File: config.mk
export PLATFORM = sky130hd
export DESIGN_NAME = demux_1x16_reg_flat
export DESIGN_NICKNAME = d
export VERILOG_FILES = /design/src/rtl/demux_1x16_reg_if.sv /design/src/rtl/demux_1x16_reg.sv /design/src/flat_wrapper.sv
export SDC_FILE = /design/constraint.sdc
export NUM_CORES = 1
export LEC_CHECK = 0
export ABC_AREA = 0
export CORE_ASPECT_RATIO = 0.6
export CORE_MARGIN = 2
export CORE_UTILIZATION = 48
export CTS_BUF_LIST = sky130_fd_sc_hd__clkbuf_8 sky130_fd_sc_hd__clkbuf_16
export DETAILED_ROUTE_END_ITERATION = 12
export PLACE_DENSITY_LB_ADDON = 0.05
export SLEW_MARGIN = 30
export SYNTH_ARGS = -nofsm -noshare
export SYNTH_HDL_FRONTEND = slang
export SYNTH_SLANG_ARGS = --single-unit
File: constraint.sdc
create_clock -name clk -period 3.07 [get_ports clk]
set_input_delay 0.614 -clock clk [delete_from_list [all_inputs] [get_ports clk]]
set_output_delay 0.614 -clock clk [all_outputs]
set_load 0.05 [all_outputs]
File: src/rtl/demux_1x16_reg_if.sv
// Bus bundle for the registered 1-to-16 demultiplexer.
// Master drives din/sel/clear; slave returns the lane bank and status.
interface demux_1x16_reg_if #(
    parameter int DW = 1
);
    logic [DW-1:0]    din;
    logic             din_valid;
    logic [3:0]       sel;
    logic             clear;
    logic [16*DW-1:0] q;
    logic             q_valid;
    logic [3:0]       q_idx;
    logic [15:0]      written;
    logic             frame_done;

    modport master (
        output din, din_valid, sel, clear,
        input  q, q_valid, q_idx, written, frame_done
    );

    modport slave (
        input  din, din_valid, sel, clear,
        output q, q_valid, q_idx, written, frame_done
    );
endinterface

File: src/rtl/demux_1x16_reg.sv
// Registered 1-to-16 demux: group decode stage, then lane write stage.
// Optional DEMUX_1X16_AUTO_SEL_EN replaces sel with an internal write pointer.
module demux_1x16_reg #(
    parameter int            DW     = 1,
    parameter logic [DW-1:0] Q_INIT = '0
) (
    input  logic clk,
    input  logic rst_n,
    demux_1x16_reg_if.slave bus
);

    logic [3:0]       lane_sel;
    logic [3:0]       grp_d;

    logic             s1_vld_q;
    logic [DW-1:0]    s1_din_q;
    logic [3:0]       s1_grp_q;
    logic [1:0]       s1_lo_q;

    logic [1:0]       grp_idx;
    logic [3:0]       wr_idx;
    logic [15:0]      base_mask;
    logic [15:0]      mask_d;
    logic             wr_new;
    logic             done_d;
    logic [15:0]      written_d;

    logic [16*DW-1:0] q_q;
    logic             q_valid_q;
    logic [3:0]       q_idx_q;
    logic [15:0]      written_q;
    logic             frame_done_q;

`ifdef DEMUX_1X16_AUTO_SEL_EN
    logic [3:0] ptr_q;
    logic [3:0] ptr_d;

    assign ptr_d    = ptr_q + 4'd1;
    assign lane_sel = ptr_q;

    // Write pointer advances on every accepted word, wrapping 15 -> 0
    always_ff @(posedge clk) begin
        if (!rst_n || bus.clear) begin
            ptr_q <= '0;
        end else if (bus.din_valid) begin
            ptr_q <= ptr_d;
        end
    end
`else
    assign lane_sel = bus.sel;
`endif

    // Coarse decode of the lane group into a one-hot enable
    always_comb begin
        grp_d = '0;
        grp_d[lane_sel[3:2]] = 1'b1;
    end

    // Stage 1: capture word, valid and decoded group
    always_ff @(posedge clk) begin
        if (!rst_n) begin
            s1_vld_q <= 1'b0;
            s1_din_q <= '0;
            s1_grp_q <= '0;
            s1_lo_q  <= '0;
        end else if (bus.clear) begin
            s1_vld_q <= 1'b0;
        end else begin
            s1_vld_q <= bus.din_valid;
            s1_din_q <= bus.din;
            s1_grp_q <= grp_d;
            s1_lo_q  <= lane_sel[1:0];
        end
    end

    // Re-encode the one-hot group into the upper lane index bits
    always_comb begin
        grp_idx = 2'd0;
        unique case (1'b1)
            s1_grp_q[0]: grp_idx = 2'd0;
            s1_grp_q[1]: grp_idx = 2'd1;
            s1_grp_q[2]: grp_idx = 2'd2;
            s1_grp_q[3]: grp_idx = 2'd3;
            default:     grp_idx = 2'd0;
        endcase
    end

    // Mask update: a completed frame restarts from an empty mask
    always_comb begin
        wr_idx    = {grp_idx, s1_lo_q};
        base_mask = frame_done_q ? 16'h0000 : written_q;
        mask_d    = base_mask | (16'h0001 << wr_idx);
        wr_new    = ~base_mask[wr_idx];
        done_d    = s1_vld_q && wr_new && (&mask_d);
        written_d = s1_vld_q ? mask_d : base_mask;
    end

    // Stage 2: lane write, status pulses and written mask
    always_ff @(posedge clk) begin
        if (!rst_n) begin
            q_q          <= {16{Q_INIT}};
            q_valid_q    <= 1'b0;
            q_idx_q      <= '0;
            written_q    <= '0;
            frame_done_q <= 1'b0;
        end else if (bus.clear) begin
            q_q          <= {16{Q_INIT}};
            q_valid_q    <= 1'b0;
            written_q    <= '0;
            frame_done_q <= 1'b0;
        end else begin
            q_valid_q    <= s1_vld_q;
            frame_done_q <= done_d;
            written_q    <= written_d;
            if (s1_vld_q) begin
                q_q[wr_idx*DW +: DW] <= s1_din_q;
                q_idx_q              <= wr_idx;
            end
        end
    end

    assign bus.q          = q_q;
    assign bus.q_valid    = q_valid_q;
    assign bus.q_idx      = q_idx_q;
    assign bus.written    = written_q;
    assign bus.frame_done = frame_done_q;

endmodule

File: src/flat_wrapper.sv
// flat-port wrapper written by rule: the top's interface ports become plain ports
module demux_1x16_reg_flat 
#(
    parameter int            DW     = 1,
    parameter logic [DW-1:0] Q_INIT = '0
)
  (clk, rst_n, bus_din, bus_din_valid, bus_sel, bus_clear, bus_q, bus_q_valid, bus_q_idx, bus_written, bus_frame_done);
  demux_1x16_reg_if #(.DW(DW)) bus_i ();
  input  logic clk;
  input  logic rst_n;
  input wire logic [$bits(bus_i.din)-1:0] bus_din;
  input wire logic [$bits(bus_i.din_valid)-1:0] bus_din_valid;
  input wire logic [$bits(bus_i.sel)-1:0] bus_sel;
  input wire logic [$bits(bus_i.clear)-1:0] bus_clear;
  output wire logic [$bits(bus_i.q)-1:0] bus_q;
  output wire logic [$bits(bus_i.q_valid)-1:0] bus_q_valid;
  output wire logic [$bits(bus_i.q_idx)-1:0] bus_q_idx;
  output wire logic [$bits(bus_i.written)-1:0] bus_written;
  output wire logic [$bits(bus_i.frame_done)-1:0] bus_frame_done;
  assign bus_i.din = bus_din;
  assign bus_i.din_valid = bus_din_valid;
  assign bus_i.sel = bus_sel;
  assign bus_i.clear = bus_clear;
  assign bus_q = bus_i.q;
  assign bus_q_valid = bus_i.q_valid;
  assign bus_q_idx = bus_i.q_idx;
  assign bus_written = bus_i.written;
  assign bus_frame_done = bus_i.frame_done;
  demux_1x16_reg #(.DW(DW), .Q_INIT(Q_INIT)) u_core (.clk(clk), .rst_n(rst_n), .bus(bus_i));
endmodule
* Yosys cells after proc, flatten, opt, wreduce, memory -nomap -nowiden *
Cells that the tools add are included.

word-level totals
  register bits = 46
  input bits = 9
  output and inout port bits = 38
  word-level logic and storage cells = 34

cells by class
  add/subtract/negate cells = 1
  order comparisons = 3
  shifts and indexed selects = 3
  muxes and demuxes = 8
  bitwise gates (word level) = 4
  reduce and logical (&&, ||, !) cells = 6

operators by type and width
  kind                     count
  $neg 4->34               1
  $shift 1x34->16 const A  1
  $shiftx 1x34->16         1
  $mux 16                  2
  $bwmux 16                1
  $or 16x16->16            1
  $reduce_and 16->1        1
  $shl 1x4->16 const A     1
  $pmux 2 s3               1
  $lt 4x5->1 const B       1
  $bmux 1 s4               1
  $logic_and 1x1->1        3
  $lt 2x3->1 const B       1
  $not 1->1                3
  $demux 1 s2              1
  $ge 2x1->1 const B       1
  $mux 1                   2
  $reduce_and 2->1         1
  $reduce_or 2->1          1

* Longest topological paths before layout *
Gate-level depths: netlist (run 1).

  word-level depth = 6
  depth in mapped cells = 12
  gate-level depth less buffers = 9

* Worst setup path before layout (run 1) *
OpenSTA, ideal clock, no wires.

  path kind = reg-to-reg
  start = register u_core.s1_grp_q[3]
  end = register u_core.q_q[4] (netlist: u_core.bus.q[4])
  library setup time = 0.128 ns
  arrival = 2.072 ns
  required time = 2.942 ns
  path slack = 0.871 ns
  cell stages (with the launch flop) = 12
  buffers on the path = 3
  period minus slack after synthesis = 2.199 ns
  cells stage by stage = dfxtp_1 buf_4 or2_1 buf_6 clkinv_2 buf_2 ha_1 nand2_1 nor3_1 nor2b_1 mux2i_1 nor2_1

on the way
  cells in the longest elaborated chain, start to end = 4
  elaborated cells on any way between the ends = 5
  those cells by class = 1 x add/sub; 2 x shift; 2 x mux

RTL lines
  item                                                        line                   text
  from (decl)                                                 demux_1x16_reg.sv:17   logic [3:0] s1_grp_q;
  from (signal assigned)                                      demux_1x16_reg.sv:71   s1_grp_q <= grp_d;
  $pmux 2 s3 *                                                demux_1x16_reg.sv:79   unique case (1'b1)
  $neg 4->34 *                                                demux_1x16_reg.sv:116  q_q[wr_idx*DW +: DW] <= s1_din_q;
  $shiftx 1x34->16 / $shift 1x34->16 (equally long branches)  demux_1x16_reg.sv:116
  $bwmux 16 *                                                 demux_1x16_reg.sv:116
  to (signal assigned)                                        demux_1x16_reg.sv:101  q_q <= {16{Q_INIT}};
  to (signal assigned)                                        demux_1x16_reg.sv:107  q_q <= {16{Q_INIT}};
  to (signal, indexed assignment)                             demux_1x16_reg.sv:116
  to (decl)                                                   demux_1x16_reg.sv:28   logic [16*DW-1:0] q_q;

Every way passes the cells marked *; elsewhere a longest branch is shown, timed or not.
A chain may end at the register's enable or synchronous reset.

* Worst setup path in the final report (run 1) *
  start = register u_core.s1_grp_q[1]
  end = register u_core.q_q[9] (netlist: u_core.bus.q[9])

on the way
  cells in the longest elaborated chain, start to end = 4
  elaborated cells on any way between the ends = 5
  those cells by class = 1 x add/sub; 2 x shift; 2 x mux

RTL lines
  item                                                        line                   text
  $pmux 2 s3 *                                                demux_1x16_reg.sv:79
  named net u_core.grp_idx[0]                                 demux_1x16_reg.sv:20   logic [1:0] grp_idx;
  $neg 4->34 *                                                demux_1x16_reg.sv:116
  $shiftx 1x34->16 / $shift 1x34->16 (equally long branches)  demux_1x16_reg.sv:116
  $bwmux 16 *                                                 demux_1x16_reg.sv:116

The timed path passes the listed nets; every way through them passes the cells marked *.

==> results of run 1 <==
per-stage QoR:
stage	util, %	cells	setup slack [ns]	hold slack (ns)	area (µm²)
final	63.2	378	0.636	0.455	2930
after CTS	63.2	378	0.697	0.457	2930
after detailed placement	61.4	371	0.570	0.448	2850
after floorplan	-	271	0.871	0.507	2330
after global routing	63.2	378	0.429	0.478	2930
after global placement	61.4	371	0.583	0.443	2850
path summary, 6_finish.rpt:
check	from	endpoint	slack, ns	cells past startpoint
worst min register to register	u_core.bus.q[13]	u_core.bus.q[13]	0.46	2
worst min-delay path	u_core.bus.q[13]	u_core.bus.q[13]	0.46	2
worst max-delay path	u_core.s1_grp_q[1]	u_core.bus.q[9]	0.64	9
worst max register to register	u_core.s1_grp_q[1]	u_core.bus.q[9]	0.64	9
worst register-to-register path, cell delays in order, from the launching register on:
cell and delay, ns:
dfxtp_1 0.46, nor2_2 0.37, inv_1 0.15, nor3_1 0.17, ha_1 0.29, nand2b_1 0.19
nor3_1 0.36, nand2_1 0.12, mux2i_1 0.17, nor2_1 0.05
sequential cells by signal (all words and copies together), names as in the netlist:
signal and cells:
u_core.s1_grp_q 3, u_core.bus.q 16, u_core.s1_vld_q 1, u_core.s1_lo_q 2, u_core.bus.written 16, u_core.bus.q_valid 1, u_core.s1_din_q 1, u_core.bus.frame_done 1
u_core.bus.q_idx 4
layout make-up:
type | count | area (µm²) | area share [%]
Sequential cell | 45 | 901 | 30.7
Clock inverter | 1 | 3.75 | 0.128
Inverter | 8 | 31.3 | 1.07
Timing Repair Buffer | 56 | 536 | 18.3
Tap cell | 63 | 78.8 | 2.69
Clock buffer | 6 | 82.6 | 2.82
Multi-Input combinational cell | 199 | 1300 | 44.3
synthesized netlist by cell type, drive strengths merged (5+ instances only):
cell type  instances  area share (%)
dfxtp             45              39
nand2             38             6.1
nor2              27             4.5
nand3             19             4.1
a21oi             16             3.4
mux2i             12             5.1
nor2b             12             3.2
a32oi             10             3.8
clkbuf            10             1.6
buf                9             2.8
ha                 7             3.8
inv                7             1.1
a22o               5             1.9
mux2               5             2.4
cell usage in the layout, fill, tap and decap left out, types with 2 or more instances in the layout:
| master | synthesis | final |
|---|---|---|
| and2_1 | 2 | 2 |
| nand4_1 | 4 | 4 |
| a22o_1 | 5 | 5 |
| nor3_1 | 3 | 3 |
| nand2_1 | 38 | 38 |
| mux2_2 | 4 | 4 |
| o211a_1 | 2 | 2 |
| buf_4 | 1 | 10 |
| nor2_1 | 26 | 26 |
| ha_1 | 7 | 7 |
| and3_1 | 4 | 4 |
| a21oi_1 | 16 | 16 |
| nand2b_1 | 3 | 3 |
| nor4_2 | 2 | 2 |
| a31oi_1 | 3 | 3 |
| a22oi_1 | 4 | 4 |
| nor2b_1 | 12 | 12 |
| a32oi_1 | 10 | 10 |
| inv_1 | 6 | 7 |
| o21ai_0 | 4 | 4 |
| nand3_1 | 19 | 19 |
| dfxtp_1 | 45 | 45 |
| clkdlybuf4s50_1 | 0 | 46 |
| nor4b_2 | 2 | 2 |
| mux2i_1 | 12 | 12 |
| clkbuf_8 | 0 | 6 |
logic make-up after synthesis:
family	share of synthesized area [%]
buffers and inverters	5.74
AO/OA/AOI/OAI	15.8
adder cells (fa/ha/maj)	3.75
multiplexers	9.65
AND/OR/NAND/NOR	26.4
flip-flops	38.6
where the power goes:
part           internal (mW)  switching [mW]
Sequential             0.589         0.00891
Combinational         0.0544          0.0890
Clock                  0.175           0.192
Total                  0.819           0.289
layer usage:
layer	global-route usage [%]	up-vias	wire length, µm
met4	6.83	0	43
li1	-	1055	-
met3	5.33	6	485
met2	31.6	78	2400
met1	37.5	986	3070
met5	0	-	0
==> flow_metrics.env, run 1 <==
export IMPL_min_path_type="flip-flop to flip-flop"
export IMPL_antenna_found_initial=0
export IMPL_finalHoldViolCount=0
export IMPL_via_per_inst=5.62
export IMPL_n_antenna_cell=0
export IMPL_cpMostUsedCell="nor3_1"
export IMPL_drcViolationCount=0
export IMPL_ctsResizeCount=0
export IMPL_finClkSkew_ns=0.00513
export IMPL_die_area_mm2=0.00545
export IMPL_worstPathRequired_ns=3.26
export IMPL_ioPinCount=47
export IMPL_gp_congestion=0.891
export IMPL_dieHeight_um=58.0
export IMPL_slew_headroom_pct=63.6
export IMPL_overflow=0
export IMPL_crit_path_end_kind="flip-flop"
export IMPL_port_buffers=46
export IMPL_cts_tree="done"
export IMPL_fmaxAchievable_mhz=411
export IMPL_path_cells="nor2_2 > inv_1 > nor3_1 > ha_1 > nand2b_1 > nor3_1 > nand2_1 > mux2i_1 > nor2_1"
export IMPL_grt_usage_pct=23.7
export IMPL_core_mm2=0.00464
export IMPL_grt_pass1_wl_um=9840
export IMPL_setup_tns_ns=0
export IMPL_worstMarginPinSlew_ns=0.547
export IMPL_total_power_mw=1.11
export IMPL_die_x_um=94.0
export IMPL_ys_ff_latch=45
export IMPL_wl_per_cell_um=15.9
export IMPL_setup_worst_path_start_class="flip-flop"
export IMPL_yosysUniqueCellTypes=47
export IMPL_status="complete, no violations"
export IMPL_ys_seq_area_share_pct=38.6
export IMPL_async_reset_ff_share_pct=0
export IMPL_clk_latency_ns=0.30
export IMPL_fin_nets=331
export IMPL_root_buffer="clkbuf_8"
export IMPL_synth_fp_nets=287
export IMPL_ir_worst_vdd_mv=0.243
export IMPL_period_needed_ns=2.43
export IMPL_synth_area_mm2=0.00233
export IMPL_wl_um=5990
export IMPL_setup_viol=0
export IMPL_fill_cells=417
export IMPL_grt_pass1_vias=1860
export IMPL_drt_iter0_drc=148
export IMPL_start_util_pct=50.3
export IMPL_grt_max_degree=23
export IMPL_post_dp_hpwl_um=4380
export IMPL_power_leakage_nw=1.04
export IMPL_slowest_delay_ns=0.46
export IMPL_cts_made_buffers=5
export IMPL_crit_type="flip-flop to flip-flop"
export IMPL_area_delta_synth_final_pct=25.6
export IMPL_maxCapViolCount=0
export IMPL_slew_viol_final=0
export IMPL_cpLargestDelayFamily="simple AND/OR/NAND/NOR gates"
export IMPL_crit_fanout=12
export IMPL_postSynthAreaPerCell_um2=8.61
export IMPL_cts_buffer_depth=2
export IMPL_cts_setup_buffers=0
export IMPL_drtAntennaViolNets=0
export IMPL_slowest_stage="dfxtp_1"
export IMPL_synthCells=271
export IMPL_cp_num_buf_inv=1
export IMPL_ys_warn_count=0
export IMPL_fin_crit_sh_pct=79.3
export IMPL_drive_gt1_share_pct=9.84
export IMPL_synth_edf_count=0
export IMPL_crit_arrival_ns=2.63
export IMPL_cts_sinks=45
export IMPL_htree_levels=2
export IMPL_path_clk_slew_ns=0.08
export IMPL_vias=2125
export IMPL_cts_hold_buf=0
export IMPL_core_rowCount=19
export IMPL_synth_ff_type="dfxtp_1"
export IMPL_drtPass1Iterations=4
export IMPL_powerDensity_mw_per_mm2=378
export IMPL_rsz0062_at_grt="false"
Note: power is estimated with default switching activity, not from simulation.
==> run 2, diff against run 1 <==
CORE_UTILIZATION = 46   (was 48)
clock period = 2.2 ns   (was 3.07 ns; I/O delays follow)
==> flow_metrics.env, run 2 (synthesized netlist as in run 1, its figures left out) <==
export IMPL_fin_crit_sh_pct=94.6
export IMPL_drtAntennaViolNets=0
export IMPL_r2r_cells=8
export IMPL_vias=2141
export IMPL_r2r_end="u_core.bus.q[0]"
export IMPL_drtPass1Iterations=4
export IMPL_setup_worst_path_start_class="flip-flop"
export IMPL_total_power_mw=1.69
export IMPL_clk_latency_ns=0.30
export IMPL_cts_buffer_depth=2
export IMPL_die_area_mm2=0.00568
export IMPL_cts_hold_buf=0
export IMPL_status="complete, no violations"
export IMPL_ioPinCount=47
export IMPL_rsz0062_at_grt="false"
export IMPL_r2r_start="u_core.s1_lo_q[0]"
export IMPL_antenna_found_initial=0
export IMPL_postLayoutCoreUtil_pct=61.2
export IMPL_finalHoldViolCount=0
export IMPL_drcViolationCount=0
export IMPL_ctsResizeCount=0
export IMPL_area_delta_synth_final_pct=30.5
export IMPL_layout_cells_most_common="clkdlybuf4s50_1"
export IMPL_crit_type="flip-flop to output port"
export IMPL_setup_tns_ns=0
export IMPL_grt_usage_pct=22.8
export IMPL_core_mm2=0.00498
export IMPL_path_cells="clkdlybuf4s50_1"
export IMPL_slew_headroom_pct=63.8
export IMPL_setup_viol=0
export IMPL_cts_tree="done"
export IMPL_layout_common_cells="46 x clkdlybuf4s50_1, 45 x dfxtp_1, 38 x nand2_1"
export IMPL_power_leakage_nw=1.11
export IMPL_crit_fanout=7
export IMPL_dieHeight_um=59.2
export IMPL_start_util_pct=46.9
export IMPL_port_buffers=46
export IMPL_root_buffer="clkbuf_8"
export IMPL_period_needed_ns=2.08
export IMPL_slew_viol_final=0
export IMPL_fin_nets=340
export IMPL_worstPathRequired_ns=1.76
export IMPL_hp_start="u_core.bus.q[15]"
export IMPL_min_path_cells=2
export IMPL_via_per_inst=5.48
export IMPL_die_x_um=96.0
export IMPL_post_dp_hpwl_um=4420
export IMPL_grt_max_degree=34
export IMPL_cts_made_buffers=5
export IMPL_cts_setup_buffers=0
export IMPL_cp_num_buf_inv=1
export IMPL_finClkSkew_ns=0.00884
export IMPL_drt_iter0_drc=172
export IMPL_cts_sinks=45
export IMPL_path_clk_slew_ns=0.09
export IMPL_min_path_type="flip-flop to flip-flop"
export IMPL_maxCapViolCount=0
export IMPL_grt_pass1_wl_um=9740
export IMPL_htree_levels=2
export IMPL_slowest_stage="clkdlybuf4s50_1"
export IMPL_n_antenna_cell=0
export IMPL_reg2reg_slack_ns=0.22
export IMPL_crit_arrival_ns=1.64
export IMPL_gp_congestion=0.904
export IMPL_worstMarginPinSlew_ns=0.540
export IMPL_whs_endpoint="u_core.bus.q[15]"
export IMPL_powerDensity_mw_per_mm2=555
export IMPL_startpoint="u_core.bus.frame_done"
export IMPL_overflow=0
export IMPL_ir_worst_vdd_mv=0.254
export IMPL_fmaxAchievable_mhz=480
export IMPL_crit_path_end_kind="output port"
export IMPL_core_rowCount=20
export IMPL_cpLargestDelayFamily="buffers and inverters"
export IMPL_grt_pass1_vias=1845
export IMPL_wl_um=6040
export IMPL_slowest_delay_ns=0.86
export IMPL_worst_hold_slack_ns=0.455
export IMPL_drive_gt1_share_pct=12.6
export IMPL_wl_per_cell_um=15.5
-- run 2: cell count changes in the layout (fill, tap and decap cells not counted), sizes merged --
cell,previous run,this run
buf,10,19
bufinv,0,1
-- run 2: worst max path at each step --
stage | endpoint | slack [ns] | cells after the start
5_1_grt | bus_frame_done | 0.04 | 1
3_3_place_gp | u_core.bus.frame_done | 0.17 | 6
4_1_cts | bus_frame_done | 0.12 | 1
3_5_place_dp | u_core.bus.frame_done | 0.14 | 6
6_report | bus_frame_done | 0.12 | 1
2_1_floorplan | u_core.bus.q[4] | 0.0009 | 11
-- run 2: cell type report --
| class | instances | area (µm²) |
|---|---|---|
| clock buffers | 6 | 82.6 |
| fillers | 472 | 1930 |
| repair buffers | 65 | 616 |
| flip-flops and latches | 45 | 901 |
| well taps | 66 | 82.6 |
| multi-input cells | 199 | 1300 |
| clock inverters | 2 | 33.8 |
| inverters | 8 | 31.3 |
-- run 2: per-layer routing --
metal | wire, µm | vias to the layer above | global-route usage (%)
li1 | - | 1075 | -
met1 | 3030 | 975 | 35.6
met2 | 2430 | 86 | 30.8
met3 | 540 | 5 | 5.85
met4 | 36 | 0 | 5.51
met5 | 0 | - | 0
-- run 2: per-stage QoR --
step | instances | area, µm² | setup slack, ns
floorplan | 271 | 2330 | 0.000864
global placement | 383 | 2930 | 0.173
detailed placement | 383 | 2930 | 0.136
CTS | 391 | 3050 | 0.124
global route | 391 | 3050 | 0.0441
finish | 391 | 3050 | 0.119
-- run 2: where the power goes --
group / internal, mW / switching (mW) / leakage, nW
registers: 0.823 / 0.00818 / 0.364
clock network: 0.366 / 0.277 / 0.0626
logic: 0.0868 / 0.130 / 0.683
